### config.mk
export PLATFORM = sky130hd
export DESIGN_NAME = ps2_ascii_decoder
export DESIGN_NICKNAME = d
export VERILOG_FILES = /design/src/rtl/ps2_ascii_decoder.sv
export SDC_FILE = /design/constraint.sdc
export NUM_CORES = 1
export LEC_CHECK = 0
export CORE_ASPECT_RATIO = 0.6
export CORE_MARGIN = 8
export CORE_UTILIZATION = 45
export CTS_CLUSTER_DIAMETER = 30
export CTS_CLUSTER_SIZE = 24
export DETAILED_ROUTE_END_ITERATION = 6
export PLACE_DENSITY = 0.74
export SYNTH_ARGS = -nofsm -noshare
export SYNTH_HDL_FRONTEND = slang
export SYNTH_SLANG_ARGS = --single-unit
### constraint.sdc
create_clock -name clk -period 2.4 [get_ports clk]
set_input_delay 0.36 -clock clk [delete_from_list [all_inputs] [get_ports clk]]
set_output_delay 0.36 -clock clk [all_outputs]
set_load 0.1 [all_outputs]
### src/rtl/ps2_ascii_decoder.sv
// PS/2 set-2 keyboard receiver: frames ps2_clk/ps2_data, tracks make/break/extended prefixes, outputs held key as ASCII.
// Latency: outputs register 3 clk cycles after the stop-bit falling edge at the pin (2 sync stages + 1 output stage).
// Backpressure: none; the keyboard cannot be stalled, so key_valid/frame_err are fire-and-forget pulses.
module ps2_ascii_decoder #(
    parameter logic [7:0]  IDLE_CODE      = 8'h31,
    parameter int unsigned TIMEOUT_CYCLES = 50000
) (
    input  logic       clk,
    input  logic       rst_n,
    input  logic       ps2_clk,
    input  logic       ps2_data,
    output logic [7:0] ascii,
    output logic [7:0] scan_code,
    output logic       key_valid,
    output logic       frame_err
);

    localparam int TW = (TIMEOUT_CYCLES > 1) ? $clog2(TIMEOUT_CYCLES) : 1;
    localparam logic [TW-1:0] TMO_LAST = TW'(TIMEOUT_CYCLES - 1);

    typedef enum logic {
        ST_IDLE,
        ST_HELD
    } state_e;

    logic [1:0]    rst_sync_q, rst_sync_d;
    logic [1:0]    clk_sync_q, clk_sync_d;
    logic [1:0]    dat_sync_q, dat_sync_d;
    logic          clk_prev_q, clk_prev_d;
    logic [3:0]    bit_cnt_q, bit_cnt_d;
    logic [9:0]    frame_q, frame_d;
    logic [TW-1:0] tmo_cnt_q, tmo_cnt_d;
    state_e        state_q, state_d;
    logic          brk_q, brk_d;
    logic          ext_q, ext_d;
    logic [7:0]    held_q, held_d;
    logic [7:0]    ascii_q, ascii_d;
    logic [7:0]    scan_q, scan_d;
    logic          key_valid_q, key_valid_d;
    logic          frame_err_q, frame_err_d;

    logic          run;
    logic          fall;
    logic          byte_ok;
    logic [7:0]    rx_byte;
    logic [8:0]    map_res;

    // Returns {mapped, ascii}.
    function automatic logic [8:0] map_key(input logic [7:0] code);
        logic [8:0] r;
        r = 9'h000;
        case (code)
            8'h1C: r = {1'b1, 8'h41};
            8'h32: r = {1'b1, 8'h42};
            8'h21: r = {1'b1, 8'h43};
            8'h23: r = {1'b1, 8'h44};
            8'h24: r = {1'b1, 8'h45};
            8'h2B: r = {1'b1, 8'h46};
            8'h34: r = {1'b1, 8'h47};
            8'h33: r = {1'b1, 8'h48};
            8'h43: r = {1'b1, 8'h49};
            8'h3B: r = {1'b1, 8'h4A};
            8'h42: r = {1'b1, 8'h4B};
            8'h4B: r = {1'b1, 8'h4C};
            8'h3A: r = {1'b1, 8'h4D};
            8'h31: r = {1'b1, 8'h4E};
            8'h44: r = {1'b1, 8'h4F};
            8'h4D: r = {1'b1, 8'h50};
            8'h15: r = {1'b1, 8'h51};
            8'h2D: r = {1'b1, 8'h52};
            8'h1B: r = {1'b1, 8'h53};
            8'h2C: r = {1'b1, 8'h54};
            8'h3C: r = {1'b1, 8'h55};
            8'h2A: r = {1'b1, 8'h56};
            8'h1D: r = {1'b1, 8'h57};
            8'h22: r = {1'b1, 8'h58};
            8'h35: r = {1'b1, 8'h59};
            8'h1A: r = {1'b1, 8'h5A};
            8'h5A: r = {1'b1, 8'h0D};
            8'h29: r = {1'b1, 8'h20};
            default: r = 9'h000;
        endcase
        return r;
    endfunction

    always_comb begin
        rst_sync_d  = {rst_sync_q[0], 1'b1};
        clk_sync_d  = {clk_sync_q[0], ps2_clk};
        dat_sync_d  = {dat_sync_q[0], ps2_data};
        clk_prev_d  = clk_sync_q[1];
        bit_cnt_d   = bit_cnt_q;
        frame_d     = frame_q;
        tmo_cnt_d   = tmo_cnt_q;
        state_d     = state_q;
        brk_d       = brk_q;
        ext_d       = ext_q;
        held_d      = held_q;
        ascii_d     = ascii_q;
        scan_d      = scan_q;
        key_valid_d = 1'b0;
        frame_err_d = 1'b0;
        byte_ok     = 1'b0;

        run     = rst_sync_q[1];
        fall    = clk_prev_q & ~clk_sync_q[1];
        rx_byte = frame_q[8:1];
        map_res = map_key(rx_byte);

        // frame_q holds start in [0], data in [8:1], parity in [9] once 10 bits are in.
        if (fall) begin
            tmo_cnt_d = '0;
            if (bit_cnt_q == 4'd10) begin
                bit_cnt_d = 4'd0;
                if (!frame_q[0] && dat_sync_q[1] && (^frame_q[9:1])) begin
                    byte_ok = 1'b1;
                end else begin
                    frame_err_d = 1'b1;
                end
            end else begin
                frame_d   = {dat_sync_q[1], frame_q[9:1]};
                bit_cnt_d = bit_cnt_q + 4'd1;
            end
        end else if (bit_cnt_q != 4'd0) begin
            if (tmo_cnt_q == TMO_LAST) begin
                bit_cnt_d = 4'd0;
                tmo_cnt_d = '0;
            end else begin
                tmo_cnt_d = tmo_cnt_q + 1'b1;
            end
        end

        if (byte_ok) begin
            scan_d = rx_byte;
            if (rx_byte == 8'hE0) begin
                ext_d = 1'b1;
            end else if (rx_byte == 8'hF0) begin
                brk_d = 1'b1;
            end else if (ext_q) begin
                ext_d = 1'b0;
                brk_d = 1'b0;
            end else if (brk_q) begin
                if (state_q == ST_HELD && rx_byte == held_q) begin
                    ascii_d = IDLE_CODE;
                    state_d = ST_IDLE;
                end
                brk_d = 1'b0;
            end else begin
                key_valid_d = 1'b1;
                if (map_res[8]) begin
                    ascii_d = map_res[7:0];
                    held_d  = rx_byte;
                    state_d = ST_HELD;
                end
            end
        end

        // Hold everything in reset until the deassertion has crossed into clk.
        if (!run) begin
            clk_sync_d  = 2'b11;
            dat_sync_d  = 2'b11;
            clk_prev_d  = 1'b1;
            bit_cnt_d   = 4'd0;
            frame_d     = '0;
            tmo_cnt_d   = '0;
            state_d     = ST_IDLE;
            brk_d       = 1'b0;
            ext_d       = 1'b0;
            held_d      = 8'h00;
            ascii_d     = IDLE_CODE;
            scan_d      = 8'h00;
            key_valid_d = 1'b0;
            frame_err_d = 1'b0;
        end
    end

    always_ff @(posedge clk or negedge rst_n) begin
        if (!rst_n) begin
            rst_sync_q  <= 2'b00;
            clk_sync_q  <= 2'b11;
            dat_sync_q  <= 2'b11;
            clk_prev_q  <= 1'b1;
            bit_cnt_q   <= 4'd0;
            frame_q     <= '0;
            tmo_cnt_q   <= '0;
            state_q     <= ST_IDLE;
            brk_q       <= 1'b0;
            ext_q       <= 1'b0;
            held_q      <= 8'h00;
            ascii_q     <= IDLE_CODE;
            scan_q      <= 8'h00;
            key_valid_q <= 1'b0;
            frame_err_q <= 1'b0;
        end else begin
            rst_sync_q  <= rst_sync_d;
            clk_sync_q  <= clk_sync_d;
            dat_sync_q  <= dat_sync_d;
            clk_prev_q  <= clk_prev_d;
            bit_cnt_q   <= bit_cnt_d;
            frame_q     <= frame_d;
            tmo_cnt_q   <= tmo_cnt_d;
            state_q     <= state_d;
            brk_q       <= brk_d;
            ext_q       <= ext_d;
            held_q      <= held_d;
            ascii_q     <= ascii_d;
            scan_q      <= scan_d;
            key_valid_q <= key_valid_d;
            frame_err_q <= frame_err_d;
        end
    end

    assign ascii     = ascii_q;
    assign scan_code = scan_q;
    assign key_valid = key_valid_q;
    assign frame_err = frame_err_q;

endmodule

==> qor.yml <==
outcome:
  status: "finished clean"
place:
  dp_hpwl_mm: 7.02
  portBuffers: 20
  detailed_place.area_sq_mm: 0.00423
  dp.cells: 572
  place_ws_ps: 52.8
  gp_congestion: 0.900
grt:
  grt_pass1_wl_mm: 16.1
  grt.total_usage: 0.175
  grt_pass1_vias: 3116
  grt_max_degree: 42
  antenna_found_initial: 0
  grt_overflow: 0
finish:
  final_util: 0.551
  final_area_sq_mm: 0.00461
  antennaDiodeCount: 0
  drive_gt1_frac: 0.184
  nets: 493
  fin_cells: 591
  num-fill-cells: 725
  layout_common_cells: "nor2_1, dfrtp_1, buf_4"
  mostFrequentLayoutCell: "nor2_1"
  area_growth_pct: 20.8
timing:
  tightest_slew_ps: 582
  rsz0062_at_grt: "true"
  hold_violations: 0
  slew_headroom: 0.612
  setup_violations: 0
  min_period_over_period: 0.963
  finClkSkew_ps: 5.07
  finalWorstSetupSlack_ps: 88.1
  drv_slew: 0
  min_period_ps: 2310
  max_clock_freq_ghz: 0.433
job:
  maxCapViolCount: 0
power:
  p_leak_nw: 2.00
  max-vdd-ir-drop_mv: 0.294
  switching_power_w: 0.000583
  pwr-share-clk: 0.528
  swShare: 0.218
  power_density_mw_per_mm2: 581
  power_frac_comb: 0.050
  seq_power_share: 0.422
  total_power_w: 0.00268
  p_int_w: 0.00209
floorplanning:
  start_util: 0.456
  rows: 26
  core_sq_mm: 0.00836
  die_w_um: 135
  dieArea_sq_mm: 0.0118
  pin_count: 22
  die_height_um: 87.3
cts:
  cts_max_level: 3
  cts_buffers: 9
  cts_tree: "yes"
  clk-insertion-delay-late_ps: 330
  root_buffer: "clkbuf_16"
  cts.sinks: 65
  holdBufCountCts: 0
  cts_buffer_depth: 2
  clk_pin_slew_worst_paths_ps: 60
logic_synthesis:
  synthTopCellsByArea: "dfrtp_1, nor2_1, dfstp_2"
  synth-seq-cells: 65
  synth_top_area_cell: "dfrtp_1"
  syn_area_sq_mm: 0.00381
  ys_seq_area_frac: 0.429
  synth_async_sr_flop_share: 1.00
  synth_top_area_frac: 0.374
  yosysUniqueCellTypes: 60
  synth_nets: 456
  synth_edf_count: 0
  yosysWarnings: 0
  synthCells: 437
  synth_flop_cell: "dfrtp_1"
  avgSynthCellArea_sq_um: 8.72
setup_path:
  critPathTopFamily: "simple AND/OR/NAND/NOR gates"
  worstSetupEndpointType: "register"
  cp_num_buf_inv: 1
  cp_cell_sequence: "ha_1 -> xnor3_1 -> xnor2_2 -> nand3_1 -> nand3b_4 -> nor3_4 -> buf_6 -> nand3_1 -> o21ai_1"
  crit_type: "register to register"
  cp_max_fo: 8
  worstPathRequired_ps: 2650
  cp_common_cell: "nand3_1"
  arrival_ps: 2560
  critPathMaxStageDelay_ps: 420
  startpoint_type: "register"
  cpMaxStageDelayCell: "xnor3_1"
route:
  vias: 3399
  met2WireLength_mm: 4.11
  top_layer_used: "met4"
  drcViolationCount: 0
  routed_wl_mm: 10.0
  dr.pass1.iters: 6
  wl_met1_mm: 4.79
  viasPerCell: 5.75
  route.antenna.remaining_nets: 0
  wl_met3_um: 997
  drt_iter0_drc: 444
  routedWlPerCell_um: 16.9
worst_hold_path:
  worstHoldPathType: "input port to asynchronous set/reset pin"
[Yosys cell counts (6+ instances only)]
library cell	n
and3_1	6
nand3_1	17
dfstp_2	8
a21oi_1	34
nand2b_1	10
nand2_1	42
o21ai_0	34
inv_1	14
xnor2_1	11
dfrtp_1	57
nor2b_1	7
clkbuf_1	18
nor2_1	59
ha_1	15
nand4_1	6
a31oi_1	8
mux2i_1	6
[path summary, 6_finish.rpt]
check                         startpoint            end  slack, ps  cells after the start
max                           frame_q[8]      held_q[1]         90                      9
min                                rst_n      held_q[3]         20                      1
max reg2reg                   frame_q[8]      held_q[1]         90                      9
min reg2reg                rst_sync_q[0]  rst_sync_q[1]        350                      0
max in group asynchronous          rst_n       ascii[0]       1700                      2
min in group clk           rst_sync_q[0]  rst_sync_q[1]        350                      0
[logic make-up after synthesis]
logic type | Yosys count | synth area share
AND/OR/NAND/NOR | 173 | 0.220
AO/OA/AOI/OAI | 116 | 0.189
flip-flops | 65 | 0.429
buffers and inverters | 43 | 0.0489
XOR/XNOR | 16 | 0.0404
adder cells (fa/ha/maj) | 15 | 0.0492
multiplexers | 7 | 0.0217
other | 2 | 0.00197
[sequential cells by signal, indices dropped and copies added, names as in the netlist, 2 cells and up]
| signal | flops |
|---|---|
| tmo_cnt_q | 16 |
| scan_code | 8 |
| rst_sync_q | 2 |
| bit_cnt_q | 4 |
| dat_sync_q | 2 |
| ascii | 7 |
| frame_q | 10 |
| held_q | 8 |
| clk_sync_q | 2 |
[metal layers]
metal  up-vias  global-route usage
met1      1613               0.253
met4         0              0.0618
met3        13              0.0501
met5         -                   0
li1       1606                   -
met2       167               0.240
[layout make-up]
cell class	instances	area [sq um]	area share
clock buffers	11	243	0.0527
clock inverters	5	78.8	0.0171
inverters	16	65.1	0.0141
multi-input cells	329	2010	0.437
flip-flops and latches	65	1640	0.355
well taps	112	140	0.0304
repair buffers	53	429	0.0932
[stage by stage]
stage / hold WS, ps / setup TNS, ps
finish: 25.0 / 0
global route: 60.9 / -259
CTS: 32.4 / 0
detailed placement: 335 / 0
global placement: 334 / 0
floorplan: 64.4 / 0
[timing repair]
action	CTS	global route
gates resized for setup	0	12
setup endpoints to repair	0	17
setup buffers	0	2
[power groups by stage]
stage	Sequential (W)	Combinational, W	Clock [W]
global placement	0.00115	0.000126	0
floorplan	0.00114	0.0000783	0
global route	0.00113	0.000147	0.00149
finish	0.00113	0.000133	0.00141
CTS	0.00113	0.000131	0.00145
detailed placement	0.00115	0.000131	0
Note: power is estimated with default switching activity, not from simulation.
